<file path="config.mk">
export PLATFORM = sky130hd
export DESIGN_NAME = present_round_engine
export DESIGN_NICKNAME = d
export VERILOG_FILES = /design/src/rtl/present_pkg.sv /design/src/rtl/present_sbox.sv /design/src/rtl/present_round_engine.sv
export SDC_FILE = /design/constraint.sdc
export NUM_CORES = 1
export LEC_CHECK = 0
export CAP_MARGIN = 10
export CORE_MARGIN = 1
export CORE_UTILIZATION = 45
export DETAILED_ROUTE_END_ITERATION = 7
export GPL_TIMING_DRIVEN = 0
export PLACE_DENSITY = 0.85
export SLEW_MARGIN = 20
export SYNTH_ARGS = -nofsm -noshare
export SYNTH_HDL_FRONTEND = slang
export SYNTH_SLANG_ARGS = --single-unit
</file>
<file path="constraint.sdc">
create_clock -name inClk -period 2.18 [get_ports inClk]
set_clock_uncertainty 0.05 [all_clocks]
set_input_delay 0.436 -clock inClk [delete_from_list [all_inputs] [get_ports inClk]]
set_output_delay 0.436 -clock inClk [all_outputs]
set_load 0.1 [all_outputs]
</file>
<file path="src/rtl/present_pkg.sv">
// Shared constants, FSM encoding and pure helpers for the PRESENT-80 round engine.
package present_pkg;

  localparam int unsigned STATE_W = 64;
  localparam int unsigned KEY_W   = 80;
  localparam int unsigned RC_W    = 5;
  localparam int unsigned NIB_W   = 4;
  localparam int unsigned NUM_NIB = STATE_W / NIB_W;
  localparam int unsigned RK_LSB  = KEY_W - STATE_W;

  localparam logic [NIB_W-1:0] PRESENT_SBOX [16] = '{
    4'hC, 4'h5, 4'h6, 4'hB, 4'h9, 4'h0, 4'hA, 4'hD,
    4'h3, 4'hE, 4'hF, 4'h8, 4'h4, 4'h7, 4'h1, 4'h2
  };

  typedef enum logic [1:0] {
    ST_IDLE  = 2'd0,
    ST_ROUND = 2'd1,
    ST_FINAL = 2'd2,
    ST_DONE  = 2'd3
  } fsm_state_e;

  // Bit permutation: bit i moves to (16*i) mod 63, bit 63 fixed.
  function automatic logic [STATE_W-1:0] p_layer(input logic [STATE_W-1:0] s);
    logic [STATE_W-1:0] p;
    p = '0;
    for (int unsigned i = 0; i < STATE_W - 1; i++) begin
      p[6'((16 * i) % (STATE_W - 1))] = s[6'(i)];
    end
    p[STATE_W-1] = s[STATE_W-1];
    return p;
  endfunction

  // Key rotation and round-counter injection; the top nibble of the result
  // still needs the S-box, which the caller applies through a present_sbox.
  function automatic logic [KEY_W-1:0] key_update(input logic [KEY_W-1:0] k,
                                                   input logic [RC_W-1:0]  rc);
    logic [KEY_W-1:0] r;
    r        = {k[18:0], k[79:19]};
    r[19:15] = r[19:15] ^ rc;
    return r;
  endfunction

endpackage

</file>
<file path="src/rtl/present_sbox.sv">
// 4-bit PRESENT S-box lookup.
module present_sbox
  import present_pkg::*;
(
  input  logic [NIB_W-1:0] nibble_i,
  output logic [NIB_W-1:0] nibble_o
);

  assign nibble_o = PRESENT_SBOX[nibble_i];

endmodule

</file>
<file path="src/rtl/present_round_engine.sv">
// Iterative PRESENT-80 encryption: one round per clock, writing the next
// state back into an external state register.
module present_round_engine
  import present_pkg::*;
#(
  parameter int unsigned NUM_ROUNDS = 31
) (
  input  logic               inClk,
  input  logic               inRstN,
  input  logic               inStart,
  input  logic [KEY_W-1:0]   inKey,
  input  logic [STATE_W-1:0] inState,
  output logic               outIntWr,
  output logic [STATE_W-1:0] outIntData,
  output logic               outBusy,
  output logic               outDone
);

  fsm_state_e         state_q;
  logic [KEY_W-1:0]   key_q;
  logic [KEY_W-1:0]   key_d;
  logic [RC_W-1:0]    rc_q;
  logic               wr_q;
  logic               busy_q;
  logic               done_q;

  logic [STATE_W-1:0] add_key;
  logic [STATE_W-1:0] sub_out;
  logic [STATE_W-1:0] perm_out;
  logic [KEY_W-1:0]   key_rot;
  logic [NIB_W-1:0]   ks_nib;
  logic [STATE_W-1:0] int_data;

  // Round datapath: add round key, substitute, permute.
  assign add_key = inState ^ key_q[KEY_W-1:RK_LSB];

  for (genvar j = 0; j < NUM_NIB; j++) begin : g_sbox
    present_sbox u_sbox (
      .nibble_i (add_key[NIB_W*j +: NIB_W]),
      .nibble_o (sub_out[NIB_W*j +: NIB_W])
    );
  end

  assign perm_out = p_layer(sub_out);

  // Key schedule: rotate/inject counter, then S-box the top nibble.
  assign key_rot = key_update(key_q, rc_q);

  present_sbox u_ks_sbox (
    .nibble_i (key_rot[KEY_W-1 -: NIB_W]),
    .nibble_o (ks_nib)
  );

  assign key_d = {ks_nib, key_rot[KEY_W-NIB_W-1:0]};

  // Write data select; zero whenever no write is issued.
  always_comb begin
    int_data = '0;
    unique case (state_q)
      ST_ROUND: int_data = perm_out;
      ST_FINAL: int_data = add_key;
      default:  int_data = '0;
    endcase
  end

  assign outIntData = int_data;
  assign outIntWr   = wr_q;
  assign outBusy    = busy_q;
  assign outDone    = done_q;

  // Controller with registered strobes; reset aborts any run in progress.
  always_ff @(posedge inClk) begin
    if (!inRstN) begin
      state_q <= ST_IDLE;
      key_q   <= '0;
      rc_q    <= '0;
      wr_q    <= 1'b0;
      busy_q  <= 1'b0;
      done_q  <= 1'b0;
    end else begin
      unique case (state_q)
        ST_IDLE: begin
          done_q <= 1'b0;
          if (inStart) begin
            key_q   <= inKey;
            rc_q    <= RC_W'(1);
            wr_q    <= 1'b1;
            busy_q  <= 1'b1;
            state_q <= ST_ROUND;
          end
        end
        ST_ROUND: begin
          key_q <= key_d;
          if (rc_q == RC_W'(NUM_ROUNDS)) begin
            state_q <= ST_FINAL;
          end else begin
            rc_q <= rc_q + RC_W'(1);
          end
        end
        ST_FINAL: begin
          wr_q    <= 1'b0;
          busy_q  <= 1'b0;
          done_q  <= 1'b1;
          state_q <= ST_DONE;
        end
        ST_DONE: begin
          done_q  <= 1'b0;
          state_q <= ST_IDLE;
        end
        default: begin
          wr_q    <= 1'b0;
          busy_q  <= 1'b0;
          done_q  <= 1'b0;
          state_q <= ST_IDLE;
        end
      endcase
    end
  end

endmodule

</file>
==> reports/qor.log, run 1 <==
[run_status] result of the run stopped before the end
[run_status] stage reached 5_1_grt
[run_status] tool error message [ERROR GRT-0232] Routing congestion too high. Check the congestion heatmap in the GUI.
[placement] detailed-placement wirelength estimate 25600 µm
[synth] number of enable-type register cells in the synthesized netlist 0
[synth] cells taking the most area after synthesis sky130_fd_sc_hd__dfxtp_1 (22%), sky130_fd_sc_hd__mux2i_1 (12%), sky130_fd_sc_hd__ha_1 (9.2%)
[clocking] clock buffer depth 2
[clocking] H-tree Lvls 3
[grt] overall track demand over capacity in global routing 1.04
[grt] GRT overflow 1849
[floorplan] die outline height 136 µm
[synth] post-synthesis register bit count 89
[placement] gpl congestion 0.990
[timing] kind of the worst endpoint primary output
[synth] Mapped Cells 916
[floorplan] horizontal extent of the die 136 µm
[synth] Main synth FF type sky130_fd_sc_hd__dfxtp_1
[grt] maximum number of pins on one net before global-route repair 15
[floorplan] Top Ports 214
[synth] distinct cell type count of the synthesized netlist 52
[floorplan] effective utilization at floorplan 0.464
[synth] library cell with the largest summed area after synthesis sky130_fd_sc_hd__dfxtp_1
[clocking] CTS sink cnt 89
[placement] Port Buffers 213
[floorplan] standard-cell rows 48
[synth] top-area cell type share of the netlist area 0.221
[clocking] CTS buffer count 9
[synth] netlist area before placement 8050 µm²
[timing] Worst EP post-GRT repair outIntData[33]
[synth] fraction of synthesis flops using an asynchronous set or reset pin 0
[synth] sequential cell area fraction in the yosys report 0.221
[placement] Placed Area 12700 µm²
[synth] syn avg cell area 8.79 µm²
[synth] Net Count, Synth 1122
[clocking] root buffer cell sky130_fd_sc_hd__clkbuf_16
[synth] number of warnings issued by yosys 0
==> routing by layer <==
| metal | overflow | track usage |
|---|---|---|
| met1 | 19 | 0.894 |
| met2 | 1409 | 1.38 |
| met5 | 3 | 0.528 |
| met3 | 27 | 0.776 |
| met4 | 391 | 1.20 |
==> synth_stat cells (4+ instances only) <==
| library cell | n |
|---|---|
| sky130_fd_sc_hd__nor2_1 | 101 |
| sky130_fd_sc_hd__mux2i_1 | 99 |
| sky130_fd_sc_hd__dfxtp_1 | 89 |
| sky130_fd_sc_hd__a211oi_1 | 82 |
| sky130_fd_sc_hd__inv_1 | 81 |
| sky130_fd_sc_hd__ha_1 | 59 |
| sky130_fd_sc_hd__nand2_1 | 53 |
| sky130_fd_sc_hd__xnor2_1 | 53 |
| sky130_fd_sc_hd__o22ai_1 | 27 |
| sky130_fd_sc_hd__buf_2 | 26 |
| sky130_fd_sc_hd__nand3_1 | 25 |
| sky130_fd_sc_hd__xor2_1 | 24 |
| sky130_fd_sc_hd__a21oi_1 | 23 |
| sky130_fd_sc_hd__clkbuf_1 | 23 |
| sky130_fd_sc_hd__mux4_2 | 22 |
| sky130_fd_sc_hd__o21ai_0 | 16 |
| sky130_fd_sc_hd__a21boi_0 | 13 |
| sky130_fd_sc_hd__xnor2_2 | 12 |
| sky130_fd_sc_hd__o2111ai_1 | 10 |
| sky130_fd_sc_hd__o32ai_1 | 10 |
| sky130_fd_sc_hd__mux4_1 | 6 |
| sky130_fd_sc_hd__o211ai_1 | 6 |
| sky130_fd_sc_hd__nor3_1 | 5 |
| sky130_fd_sc_hd__xor2_2 | 5 |
| sky130_fd_sc_hd__buf_4 | 4 |
==> stage by stage <==
| step | hold WS [ns] | setup TNS, ns | setup WS, ns | utilization | instances |
|---|---|---|---|---|---|
| after CTS | 0.450 | -21.32 | -0.531 | 0.925 | 1530 |
| after global placement | 0.429 | -106.62 | -1.81 | 0.730 | 1354 |
| after detailed placement | 0.436 | -110.40 | -1.85 | 0.730 | 1354 |
| after floorplan | 0.415 | -11.61 | -0.456 | - | 916 |
==> cell families after synthesis <==
group,share of synthesized area
buffers and inverters,0.0703
DFF,0.221
xor gates and xnor gates,0.122
AOI/OAI and AO/OA,0.186
and+or+nand+nor,0.102
muxes,0.207
adders and majority gates,0.0917
==> timing repair <==
item                                    4_1_cts
hold buffers                                  0
buffers inserted                            155
endpoints found under the setup margin       67
gates resized for setup                     931
cloned                                        7
endpoints found under the hold margin         0
pin swaps                                   141
==> run 2, diff against run 1 <==
CORE_UTILIZATION = 39   (was 45)
PLACE_DENSITY = unset   (was 0.85)
PLACE_DENSITY_LB_ADDON = 0.15   (was unset)
clock period = 2.85 ns   (was 2.18 ns; I/O delays follow)
==> reports/qor.log, run 2 <==
[cells_and_area] antenna diode count 0
[route] DRC violation count after routing 0
[cells_and_area] commonest cells after routing, fill and taps aside sky130_fd_sc_hd__buf_4 (115), sky130_fd_sc_hd__nor2_1 (99), sky130_fd_sc_hd__mux2i_1 (98), sky130_fd_sc_hd__clkdlybuf4s50_1 (87), sky130_fd_sc_hd__a211oi_1 (80)
[timing] maximum achievable frequency 352 MHz
[critical_path] cell breakdown of the critical path buf_2 -> xnor2_4 -> inv_2 -> ha_1 -> mux4_2 -> nand2_1 -> o21ai_1 -> buf_6
[timing] setup repair after global routing missed its margin true
[cells_and_area] share of final-layout standard cells stronger than drive strength 1 0.412
[cells_and_area] area delta synth->final 74.5%
[timing] total of endpoints with negative setup slack in the final report 0
[timing] transition at the pin with the smallest max-transition slack 0.963 ns
[clocking] root buffer cell sky130_fd_sc_hd__clkbuf_16
[grt] antenna violations before repair 0
[clocking] Clock Latency Late Sink 0.35 ns
[cells_and_area] area of all placed cells without fillers 14000 µm²
[clocking] CTS buffer count 9 [unchanged]
[synth] syn avg cell area 8.79 µm² [unchanged]
[placement] gpl congestion 0.984 [-0.65%]
[floorplan] standard-cell rows 52 [+8.3%]
[route] Via Count 8708
[synth] number of warnings issued by yosys 0 [unchanged]
[timing] worst hold margin 0.447 ns
[grt] overall track demand over capacity in global routing 0.310
[placement] pre-CTS WS -1.82 ns [+0.0296 ns]
[route] overall routed net length 33500 µm
[synth] Mapped Cells 916 [unchanged]
[timing] worst rel slew slack 0.356
[pwr] Leak 5.54 nW
[synth] cells taking the most area after synthesis sky130_fd_sc_hd__dfxtp_1 (22%), sky130_fd_sc_hd__mux2i_1 (12%), sky130_fd_sc_hd__ha_1 (9.2%)
[grt] GRT overflow 0
[synth] Net Count, Synth 1122 [unchanged]
[clocking] clock transition at the register clock pins on the worst setup and hold paths after CTS 0.06 ns
[placement] Placed Area 11300 µm² [-11%]
[placement] Port Buffers 213 [unchanged]
[clocking] clock buffer depth 2 [unchanged]
[floorplan] horizontal extent of the die 146 µm [+7.3%]
[critical_path] beginning of the worst register-to-register path state_q[0]
[cells_and_area] commonest non-fill, non-tap cell in the layout sky130_fd_sc_hd__buf_4
[timing] max-slew violation count 0
[grt] maximum number of pins on one net before global-route repair 16
[timing] final total negative setup slack 0 ns
[critical_path] WP data required 2.23 ns
[route] Iteration-0 DRC Markers 561
[floorplan] die outline height 146 µm [+7.3%]
[hold_path] type of the worst min-delay path reg2reg
[clocking] CTS tree yes
[route] number of nets still failing antenna checks after routing 0
[clocking] H-tree Lvls 3 [unchanged]
[critical_path] end of the worst register-to-register path key_q[14]
[synth] leading cell type by number of instances after synthesis sky130_fd_sc_hd__nor2_1
[job] reported max-cap violation count 0
[synth] library cell with the largest summed area after synthesis sky130_fd_sc_hd__dfxtp_1
[critical_path] reg-to-reg setup timing slack 0.91 ns
[route] WL per Instance 21.9 µm
[synth] top-area cell type share of the netlist area 0.221 [unchanged]
[route] Pre-Repair DR Iteration Count 5
[floorplan] effective utilization at floorplan 0.398 [-0.0659]
[floorplan] Top Ports 214 [unchanged]
[timing] min setup slack post-route 0.00612 ns
[pwr] post-route total power 0.0183 W
[critical_path] worst-path cell with the longest stage delay sky130_fd_sc_hd__mux4_2
[critical_path] biggest cell delay along the critical path 0.52 ns
[cells_and_area] largest registers key_q x80, rc_q x5, state_q x2
[timing] final worst-path cycle share 0.998
[synth] sequential cell area fraction in the yosys report 0.221 [unchanged]
[timing] number of hold-slack violations in the final timing report 0
[critical_path] start-to-end type of the worst setup path in2out
[synth] Main synth FF type sky130_fd_sc_hd__dfxtp_1
[critical_path] Worst R2R Path Depth 7
[synth] leading post-synthesis cells by instance count sky130_fd_sc_hd__nor2_1 (101), sky130_fd_sc_hd__mux2i_1 (99), sky130_fd_sc_hd__dfxtp_1 (89)
[pwr] Pwr per Cell Area 1300 nW/µm²
[synth] number of enable-type register cells in the synthesized netlist 0 [unchanged]
[synth] distinct cell type count of the synthesized netlist 52 [unchanged]
[floorplan] Core Region 20200 µm²
[synth] fraction of synthesis flops using an asynchronous set or reset pin 0 [unchanged]
[grt] vias in the first global route 8727
[critical_path] kind of end point of the critical path output pin
[critical_path] largest driver fanout on the critical path 3
[route] routed via count divided by cell count 5.71
[hold_path] Worst Hold Depth 2
[placement] detailed-placement wirelength estimate 24800 µm [-3.3%]
[critical_path] signal arrival time at the worst endpoint 2.22 ns
[clocking] CTS sink cnt 89 [unchanged]
[synth] post-synthesis register bit count 89 [unchanged]
[synth] netlist area before placement 8050 µm² [unchanged]
[hold_path] terminating pin of the worst hold path key_q[6]
[pwr] Worst VDD drop 0.432 mV
[cells_and_area] Nets 1456
[hold_path] Hold Startpoint key_q[6]
[run_status] result of the run completed
[timing] crit path time final 2.84 ns
[cells_and_area] register name with the most flops key_q
[grt] first-pass GRT wire length 49800 µm
[floorplan] full die area 21200 µm²
[clocking] hold-fix buffers at CTS 0 [unchanged]
[cells_and_area] Largest register FFs 80
[critical_path] CP Launch Type input pin
## run 2: cell counts after synthesis
Identical to the previous run, type by type.
## run 2: kinds of logic after synthesis
| family | synth area share |
|---|---|
| compound gates | 0.186 |
| simple gates | 0.102 |
| buf+inv | 0.0703 |
| mux | 0.207 |
| xor+xnor | 0.122 |
| flops | 0.221 |
| fa+ha+maj | 0.0917 |
## run 2: stage by stage
step / std cells / utilization
4_1_cts: 1500 / 0.672
3_3_place_gp: 1399 / 0.559
2_1_floorplan: 916 / -
5_1_grt: 1525 / 0.694
6_report: 1525 / 0.694
3_5_place_dp: 1399 / 0.559
## run 2: worst max-delay path: cells and delay by family
family	cells	cell delay, ns
AOI/OAI and AO/OA	1	0.10
xor gates and xnor gates	1	0.20
adders and majority gates	1	0.32
buffers and inverters	3	0.42
muxes	1	0.52
and+or+nand+nor	1	0.10
## run 2: repair_timing
| item | CTS | global route |
|---|---|---|
| buffers inserted | 84 | 25 |
| setup endpoints to repair | 64 | 63 |
| pin swaps | 73 | 55 |
| gates resized for setup | 809 | 97 |
| hold endpoints to repair | 0 | 0 |
| cloned | 1 | 0 |
## run 2: power breakdown
| group | leakage (nW) | internal [W] | total (W) | switching [W] |
|---|---|---|---|---|
| combinational | 4.64 | 0.00606 | 0.0142 | 0.00813 |
| clock | 0.151 | 0.000793 | 0.00130 | 0.000509 |
| sequential | 0.749 | 0.00180 | 0.00278 | 0.000981 |
| total | 5.54 | 0.00866 | 0.0183 | 0.00962 |
## run 2: cell type report
cell class	count	area (µm²)
Tap cell	270	338
Inverter	81	307
Fill cell	1456	6190
Buffer	55	387
Sequential cell	89	1840
Multi-Input combinational cell	692	7590
Timing Repair Buffer	322	3260
Clock inverter	6	91.3
Clock buffer	10	239
## run 2: how the worst max path moves through the flow
stage | startpoint | endpoint | slack [ns] | cells after the start
2_1_floorplan | state_q[0] | outIntData[4] | -0.62 | 6
5_1_grt | key_q[41] | outIntData[38] | -0.05 | 7
6_report | inState[24] | outIntData[38] | 0.006 | 8
3_5_place_dp | inState[24] | outIntData[6] | -1.82 | 8
3_3_place_gp | inState[24] | outIntData[6] | -1.82 | 8
4_1_cts | inState[45] | outIntData[11] | -0.009 | 9
## run 2: layer usage
layer	track usage	wire, µm	vias up
li1	-	-	3961
met4	0.135	1380	0
met5	0	0	-
met3	0.0564	2370	70
met2	0.513	15800	453
met1	0.395	13900	4224
No activity file was read; power rests on OpenSTA's default activity.
==> run 3, diff against run 2 <==
SYNTH_HIERARCHICAL = 1   (was unset)
==> reports/qor.log, run 3 <==
[placement] placed cell count 1436 [+2.6%]
[grt] GRT met3 Usage 0.0378 [-0.0186]
[cells_and_area] share of final-layout standard cells stronger than drive strength 1 0.516 [+0.104]
[grt] first-pass GRT wire length 52300 µm [+4.9%]
[hold_path] Hold Startpoint key_q[0]
[synth] Net Count, Synth 1177 [+4.9%]
[grt] vias in the first global route 9004 [+3.2%]
[timing] final worst-path cycle share 1.04 [+0.0400]
[critical_path] WP data required 2.23 ns [about the same]
[cells_and_area] area of all placed cells without fillers 15900 µm² [+13%]
[floorplan] effective utilization at floorplan 0.399 [+0.00106]
[synth] fraction of synthesis flops using an asynchronous set or reset pin 0 [unchanged]
[synth] netlist area before placement 9060 µm² [+13%]
[synth] post-synthesis register bit count 89 [unchanged]
[floorplan] standard-cell rows 55 [+5.8%]
[clocking] H-tree Lvls 3 [unchanged]
[timing] transition at the pin with the smallest max-transition slack 0.966 ns [+0.00288 ns]
[floorplan] horizontal extent of the die 154 µm [+6.0%]
[cells_and_area] antenna diode count 0 [unchanged]
[hold_path] type of the worst min-delay path reg2reg
[placement] gpl congestion 0.900 [-8.5%]
[critical_path] reg-to-reg setup timing slack 0.75 ns [-0.16 ns]
[critical_path] CP Launch Type flip-flop
[placement] Port Buffers 212 [-0.47%]
[clocking] CTS tree yes
[grt] maximum number of pins on one net before global-route repair 16 [unchanged]
[cells_and_area] Largest register FFs 80 [unchanged]
[pwr] Worst VDD drop 0.573 mV [+33%]
[cells_and_area] area delta synth->final 75.2%
[clocking] root buffer cell sky130_fd_sc_hd__clkbuf_16
[synth] syn avg cell area 9.64 µm² [+9.8%]
[route] Via Count 9205 [+5.7%]
[clocking] Clock Latency Late Sink 0.35 ns [about the same]
[timing] total of endpoints with negative setup slack in the final report 21 [+21]
[critical_path] critical path launch point key_q[20]
[run_status] result of the run complete, but fails checks
[run_status] failing checks setup timing
[synth] number of enable-type register cells in the synthesized netlist 0 [unchanged]
[placement] Placed Area 12100 µm² [+6.7%]
[clocking] clock buffer depth 2 [unchanged]
[timing] number of hold-slack violations in the final timing report 0 [unchanged]
[floorplan] full die area 23800 µm² [+12%]
[cells_and_area] commonest non-fill, non-tap cell in the layout sky130_fd_sc_hd__buf_4
[critical_path] kind of end point of the critical path output pin
[pwr] Pwr per Cell Area 1320 nW/µm² [+1.3%]
[timing] maximum achievable frequency 338 MHz [-3.9%]
[cells_and_area] commonest cells after routing, fill and taps aside sky130_fd_sc_hd__buf_4 (163), sky130_fd_sc_hd__mux2i_1 (100), sky130_fd_sc_hd__buf_6 (88), sky130_fd_sc_hd__clkdlybuf4s50_1 (84), sky130_fd_sc_hd__nand2_1 (82)
[synth] library cell with the largest summed area after synthesis sky130_fd_sc_hd__dfxtp_1
[route] Iteration-0 DRC Markers 725 [+29%]
[cells_and_area] largest registers key_q x80, rc_q x5, state_q x2
[clocking] CTS sink cnt 89 [unchanged]
[floorplan] Top Ports 214 [unchanged]
[route] Pre-Repair DR Iteration Count 5 [unchanged]
[pwr] Leak 6.95 nW [+25%]
[floorplan] die outline height 154 µm [+6.0%]
[synth] sequential cell area fraction in the yosys report 0.197 [-0.0247]
[synth] Main synth FF type sky130_fd_sc_hd__dfxtp_1
[job] reported max-cap violation count 0 [unchanged]
[synth] distinct cell type count of the synthesized netlist 36 [-31%]
[cells_and_area] filler-free cell count of the finished design 1625 [+6.6%]
[route] overall routed net length 37600 µm [+12%]
[route] number of nets still failing antenna checks after routing 0 [unchanged]
[timing] crit path time final 2.96 ns [+0.114 ns]
[synth] cells taking the most area after synthesis sky130_fd_sc_hd__dfxtp_1 (20%), sky130_fd_sc_hd__ha_1 (13%), sky130_fd_sc_hd__mux2i_1 (11%)
[cells_and_area] Nets 1574 [+8.1%]
[synth] leading post-synthesis cells by instance count sky130_fd_sc_hd__mux2i_1 (100), sky130_fd_sc_hd__ha_1 (91), sky130_fd_sc_hd__dfxtp_1 (89)
[clocking] CTS buffer count 9 [unchanged]
[timing] setup repair after global routing missed its margin true
[grt] antenna violations before repair 0 [unchanged]
[clocking] hold-fix buffers at CTS 0 [unchanged]
[synth] leading cell type by number of instances after synthesis sky130_fd_sc_hd__mux2i_1
[floorplan] Core Region 22700 µm² [+12%]
[timing] worst rel slew slack 0.354 [-0.00193]
[placement] detailed-placement wirelength estimate 26200 µm [+5.9%]
[critical_path] signal arrival time at the worst endpoint 2.34 ns [+0.12 ns]
[critical_path] beginning of the worst register-to-register path key_q[16]
[synth] Mapped Cells 939 [+2.5%]
[timing] max-slew violation count 0 [unchanged]
[grt] global routing's busiest layer met2
[grt] GRT met1 Usage 0.378 [-0.0172]
[route] routed via count divided by cell count 5.66 [-0.80%]
[critical_path] largest driver fanout on the critical path 4 [+1]
[grt] met2 track utilization from global routing 0.498 [-0.0145]
[clocking] clock transition at the register clock pins on the worst setup and hold paths after CTS 0.06 ns [about the same]
[synth] top-area cell type share of the netlist area 0.197 [-0.0247]
[route] WL per Instance 23.1 µm [+5.5%]
[synth] number of warnings issued by yosys 6 [+6]
[critical_path] start-to-end type of the worst setup path reg2out
[grt] GRT overflow 0 [unchanged]
[cells_and_area] register name with the most flops key_q
[grt] overall track demand over capacity in global routing 0.294 [-0.0160]
[route] DRC violation count after routing 0 [unchanged]
[timing] min setup slack post-route -0.108 ns [-0.114 ns]
[cells_and_area] filler cell count 1572 [+8.0%]
[run 3: path summary, 6_finish.rpt]
check                                       to  depth (start not counted)
worst min-delay path                  key_q[0]                          1
worst min register to register        key_q[0]                          1
worst max-delay path            outIntData[33]                          8
worst max register to register       key_q[78]                          7
[run 3: cell families after synthesis]
group,Yosys count,synth area share
compound gates,224,0.203
simple gates,183,0.106
mux,136,0.198
buf+inv,130,0.0866
fa+ha+maj,91,0.126
flops,89,0.197
xor+xnor,86,0.0832
[run 3: area by class of cell]
class | count | area, µm² | share of cell area
Multi-Input combinational cell | 720 | 8630 | 0.544
Timing Repair Buffer | 386 | 3820 | 0.241
Sequential cell | 89 | 1910 | 0.120
Buffer | 77 | 657 | 0.0414
Tap cell | 285 | 357 | 0.0225
Clock buffer | 9 | 225 | 0.0142
Inverter | 53 | 199 | 0.0125
Clock inverter | 6 | 70.1 | 0.00442
[run 3: power breakdown]
| part | switching (W) | internal [W] | leakage (nW) |
|---|---|---|---|
| sequential | 0.000995 | 0.00190 | 0.759 |
| clock | 0.000516 | 0.000677 | 0.134 |
| combinational | 0.00893 | 0.00790 | 6.06 |
[run 3: what timing repair did]
item                                    CTS  global route
gates resized for setup                 906           191
pin swaps                                60            66
setup buffers                           129            46
endpoints found under the setup margin   64            64
[run 3: layer usage]
layer,routed length (µm),share of wire
met1,15300,0.41
met2,18400,0.49
met3,2350,0.062
met4,1580,0.042
met5,0,0
[run 3: metrics by stage]
stage / setup WS [ns] / utilization / hold slack (ns) / power (W) / setup TNS (ns)
CTS: -0.0576 / 0.653 / 0.452 / 0.0190 / -0.0576
detailed placement: -1.74 / 0.531 / 0.437 / 0.0147 / -95.13
finish: -0.108 / 0.699 / 0.449 / 0.0209 / -0.891
global route: -0.144 / 0.699 / 0.467 / 0.0217 / -2.12
floorplan: -0.277 / - / 0.421 / 0.0117 / -0.277
global placement: -1.71 / 0.531 / 0.432 / 0.0146 / -94.26
[run 3: worst max-delay path, stage by stage, from the launching register on]
cell and delay (ns):
sky130_fd_sc_hd__dfxtp_4 0.39, sky130_fd_sc_hd__xor2_4 0.21, sky130_fd_sc_hd__buf_6 0.15, sky130_fd_sc_hd__ha_1 0.16, sky130_fd_sc_hd__inv_1 0.06, sky130_fd_sc_hd__mux4_2 0.48, sky130_fd_sc_hd__a22oi_2 0.29, sky130_fd_sc_hd__nor2b_4 0.07
sky130_fd_sc_hd__buf_12 0.17
